**src/rtl/ssp_wb_pkg.sv**
```systemverilog
// ---------------------------------------------------------------------------
// ssp_wb_pkg
// Shared definitions for the SSP Wishbone slave:
//   - register offsets decoded from adr_i[3:2]
//   - STATUS and CTRL bit positions
//   - bus-handshake FSM state encoding
//   - CTRL read-back helper
// ---------------------------------------------------------------------------
package ssp_wb_pkg;

    // Register offsets (adr_i[3:2])
    localparam logic [1:0] REG_DATA   = 2'd0;
    localparam logic [1:0] REG_STATUS = 2'd1;
    localparam logic [1:0] REG_CTRL   = 2'd2;
    localparam logic [1:0] REG_RSVD   = 2'd3;

    // STATUS bit positions
    localparam int ST_TX_FULL    = 0;
    localparam int ST_TX_EMPTY   = 1;
    localparam int ST_RX_FULL    = 2;
    localparam int ST_RX_EMPTY   = 3;
    localparam int ST_RX_OVERRUN = 4;
    localparam int ST_TX_DROP    = 5;
    localparam int ST_TX_CNT_LSB = 8;
    localparam int ST_RX_CNT_LSB = 12;
    localparam int ST_CNT_W      = 3;

    // CTRL bit positions
    localparam int CTRL_EN    = 0;
    localparam int CTRL_FLUSH = 1;

    // Bus handshake FSM
    typedef enum logic [1:0] {
        S_IDLE = 2'd0,
        S_ACK  = 2'd1,
        S_HOLD = 2'd2
    } state_t;

    // CTRL reads back only the enable bit; flush is a strobe and reads 0.
    function automatic logic [31:0] ctrl_readback(input logic en);
        logic [31:0] v;
        v = '0;
        v[CTRL_EN] = en;
        return v;
    endfunction

endpackage

```
**src/rtl/ssp_fifo.sv**
```systemverilog
// ---------------------------------------------------------------------------
// ssp_fifo
// Synchronous FIFO used for both the TX and RX byte streams.
// Ports:
//   clk_i    in   clock
//   rst_i    in   asynchronous active-low reset (pointers/count only)
//   i_push   in   write i_data this edge (ignored when full unless popping)
//   i_data   in   WIDTH-bit write data
//   i_pop    in   discard head entry this edge (ignored when empty)
//   i_flush  in   empty the FIFO; overrides push and pop
//   o_data   out  head entry (valid when !o_empty)
//   o_full   out  DEPTH entries held
//   o_empty  out  no entries held
//   o_count  out  number of entries held
// ---------------------------------------------------------------------------
module ssp_fifo #(
    parameter int DEPTH = 4,
    parameter int WIDTH = 8
) (
    input  logic                     clk_i,
    input  logic                     rst_i,
    input  logic                     i_push,
    input  logic [WIDTH-1:0]         i_data,
    input  logic                     i_pop,
    input  logic                     i_flush,
    output logic [WIDTH-1:0]         o_data,
    output logic                     o_full,
    output logic                     o_empty,
    output logic [$clog2(DEPTH):0]   o_count
);

    localparam int AW = $clog2(DEPTH);
    localparam int CW = AW + 1;

    logic [WIDTH-1:0] r_mem [DEPTH];
    logic [AW-1:0]    r_wr_ptr;
    logic [AW-1:0]    r_rd_ptr;
    logic [CW-1:0]    r_count;

    logic w_pop;
    logic w_push;

    assign o_full  = (r_count == CW'(DEPTH));
    assign o_empty = (r_count == '0);
    assign o_count = r_count;
    assign o_data  = r_mem[r_rd_ptr];

    // A push into a full FIFO is legal only when the head leaves on the same edge.
    assign w_pop  = i_pop & ~o_empty;
    assign w_push = i_push & (~o_full | w_pop);

    // Storage carries no reset; only the pointers define what is valid.
    always_ff @(posedge clk_i) begin
        if (w_push && !i_flush) begin
            r_mem[r_wr_ptr] <= i_data;
        end
    end

    always_ff @(posedge clk_i or negedge rst_i) begin
        if (!rst_i) begin
            r_wr_ptr <= '0;
            r_rd_ptr <= '0;
            r_count  <= '0;
        end else if (i_flush) begin
            r_wr_ptr <= '0;
            r_rd_ptr <= '0;
            r_count  <= '0;
        end else begin
            if (w_push) begin
                r_wr_ptr <= r_wr_ptr + AW'(1);
            end
            if (w_pop) begin
                r_rd_ptr <= r_rd_ptr + AW'(1);
            end
            case ({w_push, w_pop})
                2'b10:   r_count <= r_count + CW'(1);
                2'b01:   r_count <= r_count - CW'(1);
                default: r_count <= r_count;
            endcase
        end
    end

endmodule

```
**src/rtl/ssp_wb_slave.sv**
```systemverilog
// ---------------------------------------------------------------------------
// ssp_wb_slave
// Wishbone slave exposing the SSP TX/RX byte streams as four registers:
//   0 DATA   (W: push TX byte, R: pop RX byte)
//   1 STATUS (RO, reading clears the sticky error flags)
//   2 CTRL   ([0] en, [1] flush strobe)
//   3 reserved
// Ports:
//   clk_i, rst_i            clock, asynchronous active-low reset
//   adr_i[25:0]             [25:4] must equal BASE_ADDR, [3:2] register
//   dat_i / dat_o           write / read data
//   we_i, stb_i, cyc_i      Wishbone cycle controls
//   tagn_i / tagn_o         tag, echoed while ack_o is high
//   ack_o                   one-cycle acknowledge
//   tx_data, tx_valid       TX FIFO head to SSP, tx_ready pops it
//   rx_data, rx_valid       byte from SSP, no backpressure
// ---------------------------------------------------------------------------
module ssp_wb_slave
    import ssp_wb_pkg::*;
#(
    parameter logic [21:0] BASE_ADDR = 22'h0,
    parameter int          DEPTH     = 4
) (
    input  logic        clk_i,
    input  logic        rst_i,
    input  logic [25:0] adr_i,
    input  logic [31:0] dat_i,
    output logic [31:0] dat_o,
    input  logic        we_i,
    input  logic        stb_i,
    input  logic        cyc_i,
    input  logic        tagn_i,
    output logic        ack_o,
    output logic        tagn_o,
    output logic [7:0]  tx_data,
    output logic        tx_valid,
    input  logic        tx_ready,
    input  logic [7:0]  rx_data,
    input  logic        rx_valid
);

    localparam int CW = $clog2(DEPTH) + 1;

    state_t      r_state;
    state_t      w_next;
    logic [31:0] r_dat;
    logic        r_tag;
    logic        r_en;
    logic        r_rx_overrun;
    logic        r_tx_drop;

    logic        w_sel;
    logic        w_start;
    logic [1:0]  w_reg;
    logic        w_data_wr;
    logic        w_data_rd;
    logic        w_stat_rd;
    logic        w_ctrl_wr;
    logic        w_flush;

    logic [7:0]    w_tx_head;
    logic          w_tx_full;
    logic          w_tx_empty;
    logic [CW-1:0] w_tx_count;
    logic          w_tx_push;
    logic          w_tx_pop;

    logic [7:0]    w_rx_head;
    logic          w_rx_full;
    logic          w_rx_empty;
    logic [CW-1:0] w_rx_count;
    logic          w_rx_push;
    logic          w_rx_pop;

    logic        w_tx_drop_evt;
    logic        w_rx_ovr_evt;
    logic [31:0] w_tx_cnt_ext;
    logic [31:0] w_rx_cnt_ext;
    logic [31:0] w_status;
    logic [31:0] w_rdata;
    logic        w_unused;

    // ---------------- decode ----------------
    assign w_sel     = cyc_i & stb_i & (adr_i[25:4] == BASE_ADDR);
    // Only IDLE accepts a strobe, so a strobe held past its ack is not replayed.
    assign w_start   = (r_state == S_IDLE) & w_sel;
    assign w_reg     = adr_i[3:2];
    assign w_data_wr = w_start &  we_i & (w_reg == REG_DATA);
    assign w_data_rd = w_start & ~we_i & (w_reg == REG_DATA);
    assign w_stat_rd = w_start & ~we_i & (w_reg == REG_STATUS);
    assign w_ctrl_wr = w_start &  we_i & (w_reg == REG_CTRL);
    assign w_flush   = w_ctrl_wr & dat_i[CTRL_FLUSH];

    // ---------------- FIFOs ----------------
    assign tx_valid  = ~w_tx_empty & r_en;
    assign tx_data   = w_tx_head;
    assign w_tx_pop  = tx_valid & tx_ready;
    assign w_tx_push = w_data_wr & (~w_tx_full | w_tx_pop);

    assign w_rx_pop  = w_data_rd & ~w_rx_empty;
    // A byte arriving with a flush is discarded along with the FIFO contents.
    assign w_rx_push = rx_valid & ~w_flush & (~w_rx_full | w_rx_pop);

    ssp_fifo #(.DEPTH(DEPTH), .WIDTH(8)) u_tx_fifo (
        .clk_i   (clk_i),
        .rst_i   (rst_i),
        .i_push  (w_tx_push),
        .i_data  (dat_i[7:0]),
        .i_pop   (w_tx_pop),
        .i_flush (w_flush),
        .o_data  (w_tx_head),
        .o_full  (w_tx_full),
        .o_empty (w_tx_empty),
        .o_count (w_tx_count)
    );

    ssp_fifo #(.DEPTH(DEPTH), .WIDTH(8)) u_rx_fifo (
        .clk_i   (clk_i),
        .rst_i   (rst_i),
        .i_push  (w_rx_push),
        .i_data  (rx_data),
        .i_pop   (w_rx_pop),
        .i_flush (w_flush),
        .o_data  (w_rx_head),
        .o_full  (w_rx_full),
        .o_empty (w_rx_empty),
        .o_count (w_rx_count)
    );

    // ---------------- sticky flags ----------------
    assign w_tx_drop_evt = w_data_wr & w_tx_full & ~w_tx_pop;
    assign w_rx_ovr_evt  = rx_valid & w_rx_full & ~w_rx_pop & ~w_flush;

    // Priority: flush clears, a new event sets, a STATUS read clears.
    always_ff @(posedge clk_i or negedge rst_i) begin
        if (!rst_i) begin
            r_tx_drop    <= 1'b0;
            r_rx_overrun <= 1'b0;
        end else if (w_flush) begin
            r_tx_drop    <= 1'b0;
            r_rx_overrun <= 1'b0;
        end else begin
            if (w_tx_drop_evt) begin
                r_tx_drop <= 1'b1;
            end else if (w_stat_rd) begin
                r_tx_drop <= 1'b0;
            end
            if (w_rx_ovr_evt) begin
                r_rx_overrun <= 1'b1;
            end else if (w_stat_rd) begin
                r_rx_overrun <= 1'b0;
            end
        end
    end

    always_ff @(posedge clk_i or negedge rst_i) begin
        if (!rst_i) begin
            r_en <= 1'b0;
        end else if (w_ctrl_wr) begin
            r_en <= dat_i[CTRL_EN];
        end
    end

    // ---------------- read path ----------------
    // Counts are zero-extended, then cut to the 3-bit STATUS fields.
    assign w_tx_cnt_ext = 32'(w_tx_count);
    assign w_rx_cnt_ext = 32'(w_rx_count);

    always_comb begin
        w_status = '0;
        w_status[ST_TX_FULL]    = w_tx_full;
        w_status[ST_TX_EMPTY]   = w_tx_empty;
        w_status[ST_RX_FULL]    = w_rx_full;
        w_status[ST_RX_EMPTY]   = w_rx_empty;
        w_status[ST_RX_OVERRUN] = r_rx_overrun;
        w_status[ST_TX_DROP]    = r_tx_drop;
        w_status[ST_TX_CNT_LSB +: ST_CNT_W] = w_tx_cnt_ext[ST_CNT_W-1:0];
        w_status[ST_RX_CNT_LSB +: ST_CNT_W] = w_rx_cnt_ext[ST_CNT_W-1:0];
    end

    always_comb begin
        w_rdata = '0;
        case (w_reg)
            REG_DATA:   w_rdata = w_rx_empty ? 32'h0 : {24'h0, w_rx_head};
            REG_STATUS: w_rdata = w_status;
            REG_CTRL:   w_rdata = ctrl_readback(r_en);
            default:    w_rdata = '0;
        endcase
    end

    // dat_o holds the last read value until the next read.
    always_ff @(posedge clk_i or negedge rst_i) begin
        if (!rst_i) begin
            r_dat <= '0;
            r_tag <= 1'b0;
        end else if (w_start) begin
            r_tag <= tagn_i;
            if (!we_i) begin
                r_dat <= w_rdata;
            end
        end
    end

    // ---------------- handshake FSM ----------------
    always_ff @(posedge clk_i or negedge rst_i) begin
        if (!rst_i) begin
            r_state <= S_IDLE;
        end else begin
            r_state <= w_next;
        end
    end

    always_comb begin
        w_next = r_state;
        case (r_state)
            S_IDLE:  if (w_start) w_next = S_ACK;
            S_ACK:   w_next = cyc_i ? S_HOLD : S_IDLE;
            S_HOLD:  if (!cyc_i || !stb_i) w_next = S_IDLE;
            default: w_next = S_IDLE;
        endcase
    end

    always_comb begin
        ack_o  = (r_state == S_ACK);
        tagn_o = (r_state == S_ACK) & r_tag;
        dat_o  = r_dat;
    end

    assign w_unused = ^{adr_i[1:0], dat_i[31:8], w_tx_cnt_ext[31:ST_CNT_W],
                        w_rx_cnt_ext[31:ST_CNT_W]};

endmodule
```
**config.mk**
```make
export PLATFORM = sky130hd
export DESIGN_NAME = ssp_wb_slave
export DESIGN_NICKNAME = d
export VERILOG_FILES = /design/src/rtl/ssp_wb_pkg.sv /design/src/rtl/ssp_fifo.sv /design/src/rtl/ssp_wb_slave.sv
export SDC_FILE = /design/constraint.sdc
export NUM_CORES = 1
export LEC_CHECK = 0
export CAP_MARGIN = 25
export CORE_ASPECT_RATIO = 0.5
export CORE_MARGIN = 10
export CORE_UTILIZATION = 30
export DETAILED_ROUTE_END_ITERATION = 7
export PLACE_DENSITY = 0.61
export SYNTH_ARGS = -nofsm -noshare
export SYNTH_HDL_FRONTEND = slang
export SYNTH_HIERARCHICAL = 1
export SYNTH_SLANG_ARGS = --single-unit
```
**constraint.sdc**
```tcl
create_clock -name clk_i -period 3.7 [get_ports clk_i]
set_input_delay 0.74 -clock clk_i [delete_from_list [all_inputs] [get_ports clk_i]]
set_output_delay 0.74 -clock clk_i [all_outputs]
set_load 0.02 [all_outputs]
```
==> flow_summary.ini <==
[outcome]
status = finished, final reports clean

[sta]
max_freq_mhz = 293
slew_headroom = 0.459
post-route-period-util = 0.924
maxSlewViolCount = 0
finalSetupViolCount = 0
worst_hold_slack_ns = 0.483
rsz0062_at_grt = no
finClkSkew_ns = 0.0106
tightest_slew_ns = 0.812
hold_viol = 0
setup_tns_ns = 0
period_needed_ns = 3.42

[drt]
dr.pass1.iters = 4
num_vias = 2836
drtAntennaViolNets = 0
wirelength_mm = 9.93
via_per_inst = 4.53
post_drt_wl_per_cell_um = 15.9
drc = 0
drt_iter0_drc = 178

[cts]
tritoncts = done
h-tree-depth = 3
clkSlewWorstSetupHoldPaths_ns = 0.07
post_cts_resized = 0
ctsRootBufferMaster = clkbuf_16
cts-hold-fix-buffers = 0
numCtsBuffers = 9
cts_buffer_depth = 2
cts_setup_buffers = 0
clk_latency_ns = 0.35
cts_num_sinks = 98

[power_and_ir_drop]
p_per_area_mw_per_mm2 = 453
power_frac_comb = 0.149
swShare = 0.271
pwr-share-clk = 0.350
peakVddDrop_mv = 0.206
power.internal_w = 0.00196
finalPower_w = 0.00268
p_switching_w = 0.000726
p_seq_frac = 0.500
leakagePower_nw = 2.19

[yosys]
synth_area_leaders = edfxtp_1, dfrtp_1, mux4_2
yosysTopAreaCell = edfxtp_1
async_reset_ff_frac = 0.347
synth_edf_count = 64
ys_types = 63
ys.flop_type = edfxtp_1
synthCells = 334
synthAdderAreaFrac = 0.0301
synth_top_family_by_area = simple AND/OR/NAND/NOR gates
yosys.area.top_type_share = 0.413
seq_area_frac_synth = 0.596
synth_simple_gate_area_frac = 0.108
syn-cell-area_mm2 = 0.00465
synth-seq-cells = 98
synthMuxAreaShare = 0.0869
synth_xor_area_frac = 0.0169
synth_compound_area_frac = 0.0898
avgSynthCellArea_um2 = 13.9
ys.warnings.count = 6

[die]
coreArea_mm2 = 0.0153
die_area_mm2 = 0.0212
die_x_um = 196
rows = 32
start_util = 0.304
die_h_um = 108
boundaryPins = 117

[placed_design]
dp.cells = 610
routabilityCongestion = 0.751
port_buffers = 72
hpwl_mm = 7.32

[critical_path]
r2r-start = u_rx_fifo/o_count[1]$_DFFE_PN0P_
slowest_delay_ns = 0.56
ff2ff_setup_slack_ns = 0.76
crit_path_start_kind = input port
crit_cells = 9
slowest_stage = or4_1
crit_family = simple AND/OR/NAND/NOR gates
worstSetupStartpoint = adr_i[17]
worst-path-buf-inv = 1
path_class = in -> reg
path_common_cell = or4_1
path_max_fanout = 2
cp_cell_sequence = clkdlybuf4s50_1 > or4_1 > nor4_1 > nor3b_1 > nand2b_4 > nor2_1 > fa_1 > or4_1 > a31oi_1
worstPathArrival_ns = 3.69
crit_required_ns = 3.97
r2r_end = u_rx_fifo/r_mem[1][3]$_DFFE_PP_
reg2reg_depth = 10
cp-end-kind = flop

[cells_and_area]
utilization = 0.387
nets = 501
antenna_cells = 0
final_common_cell = clkdlybuf4s50_1
final_cell_mix = clkdlybuf4s50_1, edfxtp_1, dfrtp_1, nand2_1, nor2_1
finalNonFillerCells = 626
drive_above_1_share = 0.194
syn_to_final_growth_pct = 27.4

[grt]
antenna_found_initial = 0
grt_pass1_wl_mm = 16.3
grt_max_degree = 35
grt-ovfl-total = 0
gr-usage-all-layers = 0.0969
grt_pass1_vias = 3033

[job]
drv_cap = 0

[min_path]
holdCritPathClass = in -> async
==> power groups by stage <==
stage | Combinational [W] | Clock (W) | Sequential [W]
after floorplan | 0.000314 | 0 | 0.00133
after global placement | 0.000386 | 0 | 0.00136
after detailed placement | 0.000401 | 0 | 0.00136
after CTS | 0.000404 | 0.000971 | 0.00134
after global routing | 0.000451 | 0.00102 | 0.00135
final | 0.000401 | 0.000940 | 0.00134
==> metal layers <==
metal | track usage | wire, µm | vias to the layer above | share of wire
li1 | - | - | 1366 | -
met1 | 0.107 | 4120 | 1419 | 0.41
met2 | 0.175 | 5270 | 44 | 0.53
met3 | 0.0312 | 440 | 7 | 0.044
met4 | 0.0330 | 99 | 0 | 0.010
met5 | 0 | 0 | - | 0
==> area by class of cell <==
| class | instances | area, µm² |
|---|---|---|
| Inverter | 15 | 56.3 |
| Tap cell | 204 | 255 |
| Timing Repair Buffer | 93 | 923 |
| Fill cell | 1431 | 9370 |
| Multi-Input combinational cell | 200 | 1620 |
| Clock buffer | 10 | 250 |
| Sequential cell | 98 | 2770 |
| Clock inverter | 6 | 52.6 |
==> kinds of logic after synthesis <==
group                    count (synthesis)
other                                    1
AND/OR/NAND/NOR                         92
buffers and inverters                   53
XOR/XNOR                                 9
adder cells (fa/ha/maj)                 10
AO/OA/AOI/OAI                           51
multiplexers                            20
flip-flops                              98
==> worst max path at each step <==
stage / endpoint / slack (ns)
after floorplan: u_rx_fifo/o_count[1]$_DFFE_PN0P_ / 0.14
after global placement: u_tx_fifo/o_count[2]$_DFFE_PN0P_ / -0.08
after detailed placement: u_tx_fifo/o_count[2]$_DFFE_PN0P_ / -0.07
after CTS: u_tx_fifo/o_count[2]$_DFFE_PN0P_ / 0.27
after global routing: u_tx_fifo/o_count[2]$_DFFE_PN0P_ / 0.04
final: u_tx_fifo/o_count[2]$_DFFE_PN0P_ / 0.28
==> per-stage QoR <==
step	setup slack, ns	instance area [µm²]
after detailed placement	-0.0710	5620
after global placement	-0.0772	5620
final	0.283	5930
after CTS	0.271	5930
after global routing	0.0414	5930
after floorplan	0.143	4720
==> Yosys cell counts, types with 2 or more instances <==
cell type  instances
a21oi_1            6
and2_1            11
xnor2_1            4
nor3_1             5
nand2b_1           3
ha_1               8
a22oi_2            4
o21ai_0            7
a211oi_1           2
nor2_1            19
nand3_1            3
a21o_2             2
buf_6              5
a22o_2             7
a22oi_1            2
xor2_1             5
o211a_1            2
buf_2              6
a31oi_1            3
fa_1               2
edfxtp_1          64
nand2_1           22
nor2b_1            5
buf_1              4
o221ai_1           2
o211ai_1           2
nor4_1             7
or4_1              2
mux4_2            16
mux2_2             3
buf_4             21
dfrtp_1           34
nor2_2             2
inv_1             15
==> worst reg2reg max path, stage by stage (launching register included) <==
cell	delay, ns
dfrtp_1	0.51
or2_1	0.37
nor2_1	0.13
nor2_1	0.20
nand2_1	0.09
nor4_2	0.19
o21ai_0	0.11
nor2_1	0.15
buf_4	0.22
o211a_1	0.20
and2_1	0.41
==> state kept, by name, summed over array words and instances, names as in the netlist, 3 cells and up <==
register,count
u_tx_fifo/r_mem,32
dat_o,14
u_rx_fifo/r_mem,32
u_rx_fifo/o_count,3
u_tx_fifo/o_count,3
(Power assumes the default switching activity.)
